File: config.mk
export PLATFORM = sky130hd
export DESIGN_NAME = fir_mac_seq
export DESIGN_NICKNAME = d
export VERILOG_FILES = /design/src/rtl/fir_mac_seq.sv
export SDC_FILE = /design/constraint.sdc
export NUM_CORES = 2
export LEC_CHECK = 0
export ABC_AREA = 1
export CAP_MARGIN = 20
export CORE_MARGIN = 1
export CORE_UTILIZATION = 59
export CTS_BUF_LIST = sky130_fd_sc_hd__clkbuf_4 sky130_fd_sc_hd__clkbuf_8
export DETAILED_ROUTE_END_ITERATION = 7
export GPL_ROUTABILITY_DRIVEN = 0
export PLACE_DENSITY = 0.76
export SLEW_MARGIN = 20
export SYNTH_ARGS = -nofsm -noshare
export SYNTH_HDL_FRONTEND = slang
export SYNTH_SLANG_ARGS = --single-unit
File: constraint.sdc
create_clock -name clk -period 34 [get_ports clk]
set_input_delay 6.8 -clock clk [delete_from_list [all_inputs] [get_ports clk]]
set_output_delay 6.8 -clock clk [all_outputs]
set_load 0.01 [all_outputs]
File: src/rtl/fir_mac_seq.sv
// fir_mac_seq: sequential one-MAC-per-cycle FIR (clk, rst, in_valid/in_ready/din in, flush, coef_we/coef_addr/coef_data, out_valid/dout out)
module fir_mac_seq #(
  parameter int DATA_W = 16,
  parameter int COEF_W = 16,
  parameter int TAPS   = 16,
  parameter int SHIFT  = 14,
  parameter int ACC_W  = DATA_W + COEF_W + $clog2(TAPS)
) (
  input  logic                     clk,
  input  logic                     rst,
  input  logic                     in_valid,
  output logic                     in_ready,
  input  logic signed [DATA_W-1:0] din,
  input  logic                     flush,
  input  logic                     coef_we,
  input  logic [$clog2(TAPS)-1:0]  coef_addr,
  input  logic signed [COEF_W-1:0] coef_data,
  output logic                     out_valid,
  output logic signed [DATA_W-1:0] dout
);
  localparam int AW = $clog2(TAPS);
  localparam int PW = DATA_W + COEF_W;
  localparam logic signed [ACC_W-1:0] DMAX = {{(ACC_W-DATA_W+1){1'b0}}, {(DATA_W-1){1'b1}}};
  localparam logic signed [ACC_W-1:0] DMIN = ~DMAX;
  typedef enum logic [1:0] {IDLE, MAC, OUT} state_t;
  state_t state, state_nxt;
  logic signed [DATA_W-1:0] hist [TAPS];
  logic signed [COEF_W-1:0] coef [TAPS];
  logic [AW-1:0] head, head_inc, rd, k;
  logic signed [PW-1:0] prod;
  logic signed [ACC_W-1:0] acc, acc_nxt, acc_sh;
  logic signed [DATA_W-1:0] dsat;
  logic accept, last;
  always_comb begin
    in_ready  = state == IDLE && !flush;
    accept    = in_ready && in_valid;
    out_valid = state == OUT;
    last      = k == AW'(TAPS - 1);
    head_inc  = head == AW'(TAPS - 1) ? '0 : head + AW'(1);
    prod      = PW'(hist[rd]) * PW'(coef[k]);
    acc_nxt   = acc + ACC_W'(prod);
    acc_sh    = acc_nxt >>> SHIFT;
    dsat      = acc_sh > DMAX ? DMAX[DATA_W-1:0] : acc_sh < DMIN ? DMIN[DATA_W-1:0] : acc_sh[DATA_W-1:0];
    state_nxt = state == IDLE ? (accept ? MAC : IDLE) : state == MAC ? (last ? OUT : MAC) : IDLE;
  end
  always_ff @(posedge clk or posedge rst) begin
    if (rst) begin
      state <= IDLE;
      head  <= '0;
      rd    <= '0;
      k     <= '0;
      acc   <= '0;
      dout  <= '0;
      for (int i = 0; i < TAPS; i++) begin
        hist[i] <= '0;
        coef[i] <= (i == 0) ? COEF_W'(1 << SHIFT) : '0;
      end
    end else begin
      state <= state_nxt;
      if (state == IDLE && flush) begin
        head <= '0;
        for (int i = 0; i < TAPS; i++) hist[i] <= '0;
      end else if (accept) begin
        hist[head_inc] <= din;
        head <= head_inc;
        rd   <= head_inc;
        k    <= '0;
        acc  <= '0;
      end
      if (state == IDLE && coef_we && 32'(coef_addr) < TAPS) coef[coef_addr] <= coef_data;
      if (state == MAC) begin
        acc <= acc_nxt;
        k   <= k + AW'(1);
        rd  <= rd == '0 ? AW'(TAPS - 1) : rd - AW'(1);
        if (last) dout <= dsat;
      end
    end
  end
endmodule
==> out/qor.csv <==
stage;metric;value;unit
outcome;status;finished clean;
clock_network;CTS buffer count;97;
synth;Synth Instances;4587;
timing;Slew Viols, Final;0;
clock_network;Clk Latency, worst-skew pair;0.72;ns
critical_path;WS Path Type;primary input to primary output;
drt;routed wire length;96.4;mm
global_route;M3 GR Usage;4.36;%
synth;Top FF cell, synth;dfrtp_1;
clock_network;clock root buffer;clkbuf_8;
timing;final worst-path cycle share;43.5;%
die;die area;0.0660;sq mm
synth;Ys Warns;0;
synth;post-synthesis xor/xnor area fraction;0.685;%
critical_path;reg2reg end;dout[8];
critical_path;r2r startpoint;k[0];
synth;synthesized area;0.0384;sq mm
drt;First-pass DRT Iterations;6;
timing;Max-slew headroom;24.1;%
die;Core ar.;0.0643;sq mm
global_route;first-pass GRT wire length;160;mm
critical_path;Crit path top cell by count;clkdlybuf4s50_1;
die;Initial Util;59.6;%
critical_path;crit path cell chain;clkdlybuf4s50_1, nor2_1, clkdlybuf4s50_1;
clock_network;H-tree depth;3;
critical_path;crit end category;primary output;
synth;area share of the largest cell type after synthesis;37.6;%
synth;top cell type by total area after synthesis;dfrtp_1;
timing;RSZ-0062 raised after global routing;no;
die;row count;93;
global_route;grt met2 use;47.3;%
drt;via count;31000;
drt;Final ANT Viol Nets;0;
synth;Compound-Gate Fraction of Synth Area;15.6;%
run;max_cap viols;0;
critical_path;FF-to-FF path depth;31;
min_path;WHS Endpoint;coef[39];
drt;drt drc;0;
global_route;grt ovf;0;
timing;Final Hold Fails;0;
critical_path;delay-heaviest family, CP;buffers and inverters;
synth;mux cell area share after synthesis;0;%
drt;iteration-0 DRC count of the detailed router;3052;
final_layout;Final Core Density;64.1;%
global_route;initial antenna violation count;1;
timing;Hold WS;0.476;ns
synth;Mean Syn Cell Area;8.36;sq um
synth;register bit total from synthesis;578;
timing;clk_skew;0.0510;ns
critical_path;CP max stage delay;0.56;ns
global_route;GRT Max-Usage Layer;met2;
timing;setup violators final;0;
critical_path;R2R setup slack;24.61;ns
die;Top Ports;59;
critical_path;Buf+Inv Stages, Crit Path;2;
global_route;pin count of the biggest net entering global routing;187;
final_layout;commonest non-fill, non-tap cell in the layout;nand2_1;
drt;vias per std cell;5.70;
timing;Max Clock Freq;67.7;MHz
final_layout;commonest non-fill, non-tap cells in the layout;903 x nand2_1, 768 x inv_1, 671 x o21ai_0, 573 x dfrtp_1, 314 x fa_1;
min_path;hold path start;coef[39];
die;Die Y;257;um
clock_network;Post-CTS Setup Bufs;0;
timing;post-route minimum period;14.78;ns
placement;port buffer count;58;
timing;Fin Setup TNS;0;ns
global_route;Tot GR Track Use;30.1;%
min_path;Hold Crit Depth;2;
clock_network;CTS resizes;0;
synth;Post-Synth Simple-Gate Area;14.7;%
clock_network;clk sinks;578;
final_layout;fill cell count;5437;
final_layout;area delta synth->final;7.57;%
critical_path;Worst EP required;27.20;ns
critical_path;Data arrival, critical path;7.98;ns
critical_path;maximum fanout along the worst path;2;
synth;largest family of logic cells by synthesized area;adder cells;
synth;largest cells by area after synthesis;dfrtp_1 38%, fa_1 16%, nand2_1 8.9%;
clock_network;Reg clk slew, reported paths;0.05;ns
final_layout;ratio of cells with drive above 1 in the final layout;5.80;%
global_route;grt met1 use;43.3;%
drt;WL per Instance;17.7;um
synth;synth unique cells;45;
clock_network;CTS tree;done;
synth;fraction of registers with async set/reset;100;%
placement;DP HPWL;64.2;mm
synth;post-synthesis sequential area ratio;37.7;%
clock_network;Max Root-Sink Buffers;3;
final_layout;fin nets;4980;
die;die width;257;um
global_route;vias in the first global route;30700;
clock_network;CTS Hold Bufs;0;
synth;syn_nets;5057;
synth;Post-synth EDFFs;0;
critical_path;Crit-path slowest cell;clkdlybuf4s50_1;
timing;Least-Margin Pin Slew;1.14;ns
min_path;min-delay worst type;flop to flop;
synth;adder-cell share of the synthesized area;20.1;%
critical_path;Worst setup SP type;primary input;
==> kinds of logic after synthesis <==
group,Yosys count
AND/OR/NAND/NOR,1393
AO/OA/AOI/OAI,1089
buffers and inverters,1068
flip-flops,578
adder cells (fa/ha/maj),429
XOR/XNOR,30
==> through the flow <==
stage          cell area, sq um  cells  setup slack (ns)
2_1_floorplan             38400   4587             11.03
3_3_place_gp              39100   5264             19.23
3_5_place_dp              39100   5265             19.23
4_1_cts                   41200   5438             19.23
5_1_grt                   41300   5440             19.18
6_report                  41300   5440             19.22
==> synth_stat cells (5+ instances only) <==
cell and n:
nand2_1 907, nand3_1 226, buf_2 58, a311o_1 8, o211ai_1 38, a21oi_1 153, nand2_2 5, o21ai_0 671
clkbuf_1 191, a22o_1 21, fa_1 314, o221ai_1 26, ha_1 115, o22ai_1 157, buf_1 6, xnor2_1 12
nor3_1 7, buf_4 18, dfrtp_1 577, nand4_1 5, xor2_1 18, nor2_1 219, buf_6 16, inv_1 771
==> layer usage <==
metal / part of all wire, % / wire, um / up-vias
met3: 7.6 / 7340 / 203
li1: - / - / 14500
met2: 46 / 44100 / 1186
met1: 44 / 42300 / 15100
met5: 0 / 0 / -
met4: 2.8 / 2690 / 0
==> final cells by class <==
class,count,area [sq um],area share [%]
Tap cell,855,1070,2.59
Clock inverter,21,223,0.540
Inverter,779,2940,7.11
Timing Repair Buffer,113,1050,2.53
Sequential cell,578,14500,35.1
Antenna cell,1,2.50,0.00606
Multi-Input combinational cell,2941,19600,47.6
Clock buffer,152,1860,4.51
==> worst max path at each step <==
stage,startpoint,depth (start not counted),to
2_1_floorplan,rst,1,acc[0]
3_3_place_gp,flush,3,in_ready
3_5_place_dp,flush,3,in_ready
4_1_cts,flush,3,in_ready
5_1_grt,flush,3,in_ready
6_report,flush,3,in_ready
==> worst register-to-register path, delay by kind of cell, from the launching register on <==
kind / cells / cell delay [ns]
adder cells (fa/ha/maj): 7 / 3.93
flip-flops: 1 / 0.86
AO/OA/AOI/OAI: 3 / 0.92
AND/OR/NAND/NOR: 17 / 2.69
buffers and inverters: 4 / 0.94
==> flip-flops by register name, summed over array words and instances (netlist names) <==
| signal | cells |
|---|---|
| coef | 256 |
| hist | 256 |
| acc | 36 |
| dout | 16 |
| head | 4 |
| k | 4 |
| rd | 4 |
| state | 2 |
Power is not shown: default switching activity piles up to over one toggle a cycle in this logic, so the estimate is an artifact.
